<file path="config.mk">
export PLATFORM = sky130hd
export DESIGN_NAME = apb_requester
export DESIGN_NICKNAME = d
export VERILOG_FILES = /design/src/rtl/apb_requester.sv
export SDC_FILE = /design/constraint.sdc
export NUM_CORES = 1
export LEC_CHECK = 0
export ABC_AREA = 1
export CAP_MARGIN = 20
export CORE_MARGIN = 10
export CORE_UTILIZATION = 25
export CTS_BUF_LIST = sky130_fd_sc_hd__clkbuf_4
export DETAILED_ROUTE_END_ITERATION = 16
export MAX_ROUTING_LAYER = met4
export PLACE_DENSITY = 0.61
export SYNTH_ARGS = -nofsm -noshare
export SYNTH_HDL_FRONTEND = slang
export SYNTH_SLANG_ARGS = --single-unit
</file>
<file path="constraint.sdc">
create_clock -name clk -period 3.8 [get_ports clk]
set_input_delay 0.76 -clock clk [delete_from_list [all_inputs] [get_ports clk]]
set_output_delay 0.76 -clock clk [all_outputs]
set_load 0.02 [all_outputs]
</file>
<file path="src/rtl/apb_requester.sv">
// APB initiator: takes one register command at a time, runs a SETUP/ACCESS
// transfer with wait-state timeout and alignment check, returns a response.
module apb_requester #(
    parameter int unsigned ADDR_W         = 32,
    parameter int unsigned DATA_W         = 32,
    parameter int unsigned TIMEOUT_CYCLES = 16
) (
    input  logic                  clk,
    input  logic                  reset,
    input  logic                  cmd_valid,
    output logic                  cmd_ready,
    input  logic                  cmd_write,
    input  logic [ADDR_W-1:0]     cmd_addr,
    input  logic [DATA_W-1:0]     cmd_wdata,
    input  logic [DATA_W/8-1:0]   cmd_strb,
    output logic                  rsp_valid,
    input  logic                  rsp_ready,
    output logic [DATA_W-1:0]     rsp_rdata,
    output logic                  rsp_err,
    output logic                  rsp_timeout,
    output logic                  busy,
    output logic [ADDR_W-1:0]     PADDR,
    output logic                  PSELx,
    output logic                  PENABLE,
    output logic                  PWRITE,
    output logic [DATA_W-1:0]     PWDATA,
    output logic [DATA_W/8-1:0]   PSTRB,
    input  logic [DATA_W-1:0]     PRDATA,
    input  logic                  PREADY,
    input  logic                  PSLVERR
);

    localparam int unsigned STRB_W = DATA_W / 8;
    localparam int unsigned CNT_W  = (TIMEOUT_CYCLES > 0) ? $clog2(TIMEOUT_CYCLES + 1) : 1;
    localparam int unsigned TO_LIM = (TIMEOUT_CYCLES > 0) ? TIMEOUT_CYCLES - 1 : 0;

    typedef enum logic [1:0] {IDLE, SETUP, ACCESS, RESP} state_t;

    state_t             state, state_d;
    logic [CNT_W-1:0]   cnt, cnt_d;
    logic [ADDR_W-1:0]  paddr_d;
    logic               psel_d, penable_d, pwrite_d;
    logic [DATA_W-1:0]  pwdata_d, rsp_rdata_d;
    logic [STRB_W-1:0]  pstrb_d;
    logic               rsp_valid_d, rsp_err_d, rsp_timeout_d;
    logic               cmd_ready_d, busy_d;
    logic               timeout_hit;

    // Last waited ACCESS cycle before abort; PREADY is checked first so it wins.
    assign timeout_hit = (TIMEOUT_CYCLES != 0) && (cnt == CNT_W'(TO_LIM));

    // State and registered outputs; APB bus fields double as the command latch.
    always_ff @(posedge clk or posedge reset) begin
        if (reset) begin
            state       <= IDLE;
            cnt         <= '0;
            PADDR       <= '0;
            PSELx       <= 1'b0;
            PENABLE     <= 1'b0;
            PWRITE      <= 1'b0;
            PWDATA      <= '0;
            PSTRB       <= '0;
            rsp_valid   <= 1'b0;
            rsp_rdata   <= '0;
            rsp_err     <= 1'b0;
            rsp_timeout <= 1'b0;
            cmd_ready   <= 1'b0;
            busy        <= 1'b0;
        end else begin
            state       <= state_d;
            cnt         <= cnt_d;
            PADDR       <= paddr_d;
            PSELx       <= psel_d;
            PENABLE     <= penable_d;
            PWRITE      <= pwrite_d;
            PWDATA      <= pwdata_d;
            PSTRB       <= pstrb_d;
            rsp_valid   <= rsp_valid_d;
            rsp_rdata   <= rsp_rdata_d;
            rsp_err     <= rsp_err_d;
            rsp_timeout <= rsp_timeout_d;
            cmd_ready   <= cmd_ready_d;
            busy        <= busy_d;
        end
    end

    // Next-state and next-output logic.
    always_comb begin
        state_d       = state;
        cnt_d         = cnt;
        paddr_d       = PADDR;
        pwrite_d      = PWRITE;
        pwdata_d      = PWDATA;
        pstrb_d       = PSTRB;
        psel_d        = 1'b0;
        penable_d     = 1'b0;
        rsp_valid_d   = rsp_valid;
        rsp_rdata_d   = rsp_rdata;
        rsp_err_d     = rsp_err;
        rsp_timeout_d = rsp_timeout;

        case (state)
            IDLE: begin
                if (cmd_valid && cmd_ready) begin
                    if (cmd_addr[1:0] != 2'b00) begin
                        state_d       = RESP;
                        rsp_valid_d   = 1'b1;
                        rsp_err_d     = 1'b1;
                        rsp_timeout_d = 1'b0;
                        rsp_rdata_d   = '0;
                    end else begin
                        state_d  = SETUP;
                        cnt_d    = '0;
                        psel_d   = 1'b1;
                        paddr_d  = cmd_addr;
                        pwrite_d = cmd_write;
                        pwdata_d = cmd_write ? cmd_wdata : '0;
                        pstrb_d  = cmd_write ? cmd_strb : '0;
                    end
                end
            end
            SETUP: begin
                state_d   = ACCESS;
                psel_d    = 1'b1;
                penable_d = 1'b1;
            end
            ACCESS: begin
                psel_d    = 1'b1;
                penable_d = 1'b1;
                if (PREADY) begin
                    state_d       = RESP;
                    psel_d        = 1'b0;
                    penable_d     = 1'b0;
                    rsp_valid_d   = 1'b1;
                    rsp_err_d     = PSLVERR;
                    rsp_timeout_d = 1'b0;
                    rsp_rdata_d   = (!PWRITE && !PSLVERR) ? PRDATA : '0;
                end else if (timeout_hit) begin
                    state_d       = RESP;
                    psel_d        = 1'b0;
                    penable_d     = 1'b0;
                    rsp_valid_d   = 1'b1;
                    rsp_err_d     = 1'b1;
                    rsp_timeout_d = 1'b1;
                    rsp_rdata_d   = '0;
                end else if (cnt != {CNT_W{1'b1}}) begin
                    cnt_d = cnt + CNT_W'(1);
                end
            end
            RESP: begin
                if (rsp_ready) begin
                    state_d       = IDLE;
                    rsp_valid_d   = 1'b0;
                    rsp_err_d     = 1'b0;
                    rsp_timeout_d = 1'b0;
                    rsp_rdata_d   = '0;
                end
            end
            default: state_d = IDLE;
        endcase

        cmd_ready_d = (state_d == IDLE);
        busy_d      = (state_d != IDLE);
    end

endmodule

</file>
After elaboration in Yosys (flattened, before gate mapping)
Index checks and enable logic that the tools add are counted.
{ "totals": {"output_inout_bits": 108, "word_cells": 81, "reg_bits": 115, "input_bits": 107} }
{ "op_classes": {"n_eq_ne": 13, "bitwise": 1, "add_sub_neg": 1, "reduce_logical": 13, "mux": 39} }
{ "op_table": {"columns": ["cell", "count"], "rows": [
  ["32-bit 2-to-1 mux", 7],
  ["32-bit one-hot mux with 3 select lines", 1],
  ["5-bit 2-to-1 mux", 5],
  ["2-bit inequality test, second input constant", 7],
  ["1-bit 2-to-1 mux", 13],
  ["1-bit one-hot mux with 3 select lines", 4],
  ["2-bit 2-to-1 mux", 5],
  ["5-bit one-hot mux with 2 select lines", 1],
  ["2-bit one-hot mux with 4 select lines", 1],
  ["6-bit AND reduction", 1],
  ["2-bit nonzero test", 3],
  ["5-bit by 1-bit adder with 5-bit output, second input constant", 1],
  ["5-bit by 4-bit == test with 1-bit output, second input constant", 1],
  ["5-bit inequality test, second input constant", 1],
  ["5-bit AND reduction", 1],
  ["2-bit == test, second input constant", 2],
  ["2-bit zero test", 2],
  ["4-bit 2-to-1 mux", 1],
  ["3-bit inequality test, second input constant", 1],
  ["3-bit AND reduction", 1],
  ["3-bit nonzero test", 1],
  ["2-bit by 1-bit == test with 1-bit output, second input constant", 1],
  ["1-bit logical AND", 2],
  ["1-bit zero test", 2],
  ["other kinds (2)", 2]
]} }

Logic depth before layout (Yosys ltp)
{ "logic_depth": {"ltp_word": 5, "ltp_mapped": 11} }

Least setup slack after synthesis
No wires, ideal clock.
{ "synth_path": {"kind": "flip-flop to flip-flop", "start": "reg cnt[0]", "end": "reg rsp_err", "path_stages_with_launch": 11, "setup_slack_ps": 2169, "synth_period_minus_slack_ps": 1631, "setup_time_ps": 117, "arrival_time_ps": 1514, "cell_sequence": "dfrtp_1 ha_1 nand2_1 nor2_1 ha_1 nor2_4 nor2_8 nand2_4 buf_6 nand2_1 nand2_1"} }
{ "synth_between": {"elab_chain_len": 3} }
{ "synth_rtl": {"columns": ["item", "line_no", "rtl"], "rows": [
  ["start, declared", "40", "logic [CNT_W-1:0] cnt, cnt_d;"],
  ["start signal, assigned", "71", "cnt <= cnt_d;"],
  ["5-bit by 4-bit == test with 1-bit output", "50", "assign timeout_hit = (TIMEOUT_CYCLES != 0) && (cnt == CNT_W'(TO_LIM));"],
  ["3-bit inequality test (no line)", null, null],
  ["5-bit AND reduction (no line)", null, null],
  ["end signal, assigned", "80", "rsp_err <= rsp_err_d;"],
  ["end, declared", "19", "output logic rsp_err,"]
]} }
Every way passes these cells.
A chain may end at the register's enable or synchronous reset.

Final worst setup path
{ "layout_path": {"start": "reg state[0]", "end": "reg rsp_rdata[26]"} }
{ "layout_between": {"elab_chain_len": 3} }
{ "layout_rtl": {"columns": ["item", "line_no", "rtl"], "rows": [
  ["start, declared", "39", "state_t state, state_d;"],
  ["start signal, assigned", "70", "state <= state_d;"],
  ["2-bit == test / 2-bit zero test (equally long branches)", "102", "case (state)"],
  ["3-bit inequality test (no line), or another cell as far along", null, null],
  ["5-bit AND reduction (no line)", null, null],
  ["end signal, assigned", "79", "rsp_rdata <= rsp_rdata_d;"],
  ["end, declared", "18", "output logic [DATA_W-1:0] rsp_rdata,"]
]} }
Parallel ways exist; a longest one is shown, timed or not.

==> run_results.csv <==
group,metric,value,unit
floorplan,fp-row-count,52,
drt,drt_iter0_drc,240,
clocking,clkTransAtPathRegs,120,ps
global_route,antenna_found_initial,1,
sta,tightest_slew,985,ps
placement,pre_cts_ws,1080,ps
drt,routed_wl,16300,um
worst_setup_path,critPathSlowestCell,"dfrtp_1",
worst_setup_path,required,4220,ps
floorplan,core_region_area,20200,um2
clocking,cts_setup_buffers,0,
layout,utilization,0.384,
synthesis,synthTopCellsByArea,"dfrtp_1 (56%), nand2_1 (20%), nand3_1 (4.5%)",
clocking,cts_tree,"yes",
synthesis,synth_cell_type_count,26,
sta,maxSlewViolCount,0,
clocking,cts-root-buf,"clkbuf_4",
placement,dpl.hpwl,11700,um
layout,final_common_cell,"nand2_1",
sta,hold_viol_final,0,
layout,syn2layout_area_growth,52.0,%
worst_setup_path,worstPathArrival,2890,ps
run,cap_viol_max_count,0,
worst_setup_path,critPathMaxStageDelay,450,ps
synthesis,yosysTopAreaCell,"dfrtp_1",
worst_setup_path,crit_type,"flop to flop",
synthesis,synth_area_per_cell,8.24,um2
pwr,power_density,682,nW/um2
synthesis,yosysTopAreaCellShare,0.564,
drt,first_pass_iters,4,
worst_setup_path,critPathLaunchType,"flop",
sta,setup_viol,0,
sta,timing.final.ws_setup,1340,ps
worst_setup_path,worstPathMaxFanout,36,
drt,drtAntennaViolNets,0,
layout,layout_common_cells,"nand2_1 (268), clkdlybuf4s50_1 (214), dfrtp_1 (115)",
run_status,outcome,"finished clean",
sta,post-route-min-period,2460,ps
global_route,grt_start_max_net_pins,106,
layout,drive_gt1_frac,0.0595,
pwr,leakage,3.82,nW
floorplan,die_area,26500,um2
drt,drc,0,
sta,setup_tns,0,ps
sta,rsz0062_at_grt,"false",
floorplan,chipHeight,163,um
clocking,htreeDepth,4,
worst_setup_path,crit_path_frequent_cell,"nand2_1",
placement,gp_congestion,0.772,
floorplan,pin_count,215,
placement,io_buffers,214,
floorplan,initial_core_util,0.253,
clocking,clockBufferDepth,2,
layout,nNetsFinal,942,
worst_setup_path,worstPathCellList,"inv_1 > ha_1 > inv_2 > nand3_2 > nand2_2 > nor2_8 > nand2_4 > nand2_1 > nand2_1",
floorplan,die_w,163,um
clocking,numCtsBuffers,17,
layout,fillers,2126,
sta,finalHoldWorstSlack,478,ps
hold_path,hold_class,"flop to flop",
global_route,track_usage,0.126,
synthesis,syn_area,5100,um2
synthesis,synth_seq_area_share,0.564,
sta,slew_headroom,0.343,
drt,wire_per_inst,14.7,um
synthesis,synth.yosys.warnings,0,
clocking,cts_hold_buf,0,
drt,post_drt_via_cell_ratio,4.12,
synthesis,syn_nets,734,
global_route,grt_overflow,0,
global_route,grt_pass1_vias,4642,
clocking,numClockSinks,115,
global_route,grt_pass1_wl,25600,um
pwr,peakVddDrop,0.275,mV
clocking,cts_resized,0,
worst_setup_path,setup.worst_path.end_class,"flop",
sta,period_share,0.648,
clocking,clkLatencyLatePin,530,ps
synthesis,netlist_instances,619,
sta,fmaxAchievable,406,MHz
sta,finalClockSkew,18.1,ps
drt,vias,4572,
synthesis,ys_ff_latch,115,
[per-stage QoR]
stage	instances	instance area [um2]	total power, mW
2_1_floorplan	619	5100	3.32
3_3_place_gp	1077	7460	4.46
3_5_place_dp	1078	7490	4.48
4_1_cts	1110	7750	5.38
5_1_grt	1111	7750	5.69
6_report	1111	7750	5.28
[critical path, delay by kind of cell, from the launching register on]
family        cells  cell delay [ps]
simple gates      6             1200
buf+inv           2              270
flops             1              450
fa+ha+maj         1              430
[cells in the mapped netlist]
master / count
a21oi_1: 2
a21oi_4: 1
buf_1: 3
buf_2: 13
buf_4: 4
buf_6: 4
clkbuf_1: 8
dfrtp_1: 115
ha_1: 8
inv_1: 49
inv_2: 3
nand2_1: 268
nand2_2: 1
nand2_4: 1
nand3_1: 46
nand3_2: 1
nand3_4: 1
nand3b_1: 1
nand4_1: 1
nor2_1: 42
nor2_4: 2
nor2_8: 1
nor3_1: 1
o21a_1: 1
o21ai_0: 36
o21ai_1: 6
[kinds of logic after synthesis]
group           synth area share
buf+inv                   0.0739
simple gates               0.294
flops                      0.564
fa+ha+maj                 0.0196
compound gates            0.0479
[routing by layer]
layer / part of all wire / GRT usage
met4: 0.011 / 0.0361
met5: 0 / -
met2: 0.42 / 0.174
met3: 0.099 / 0.0604
met1: 0.47 / 0.159
[final timing paths]
path	startpoint	end	slack, ps	cells past startpoint
worst max-delay path	state[0]$_DFF_PP0_	rsp_rdata[26]$_DFFE_PP0P_	1340	9
worst min-delay path	PADDR[1]$_DFFE_PP0P_	PADDR[1]$_DFFE_PP0P_	480	2
worst max register to register	state[0]$_DFF_PP0_	rsp_rdata[26]$_DFFE_PP0P_	1340	9
worst min register to register	PADDR[1]$_DFFE_PP0P_	PADDR[1]$_DFFE_PP0P_	480	2
max in group asynchronous	reset	rsp_valid$_DFFE_PP0P_	2250	3
min in group asynchronous	reset	PWRITE$_DFFE_PP0P_	690	2
[report_power, final]
part / leakage [nW] / internal (mW) / switching (mW)
clock network: 0.132 / 0.328 / 0.536
registers: 1.55 / 1.63 / 0.233
logic: 2.13 / 1.07 / 1.49
total: 3.82 / 3.02 / 2.26
[sequential cells by signal, summed over array words and instances, names as in the netlist]
register,cells
rsp_rdata,32
PADDR,32
rsp_timeout,1
busy,1
cmd_ready,1
state,2
PWRITE,1
PSELx,1
rsp_valid,1
PSTRB,4
PWDATA,32
rsp_err,1
PENABLE,1
cnt,5
[cell type report]
type,instances,area [um2],area share
Clock buffer,17,128,0.0165
Multi-Input combinational cell,420,1840,0.238
Timing Repair Buffer,221,2230,0.287
Tap cell,270,338,0.0436
Clock inverter,15,135,0.0174
Inverter,52,199,0.0257
Antenna cell,1,2.50,0.000323
Sequential cell,115,2880,0.371
Note: power is estimated with default switching activity, not from simulation.
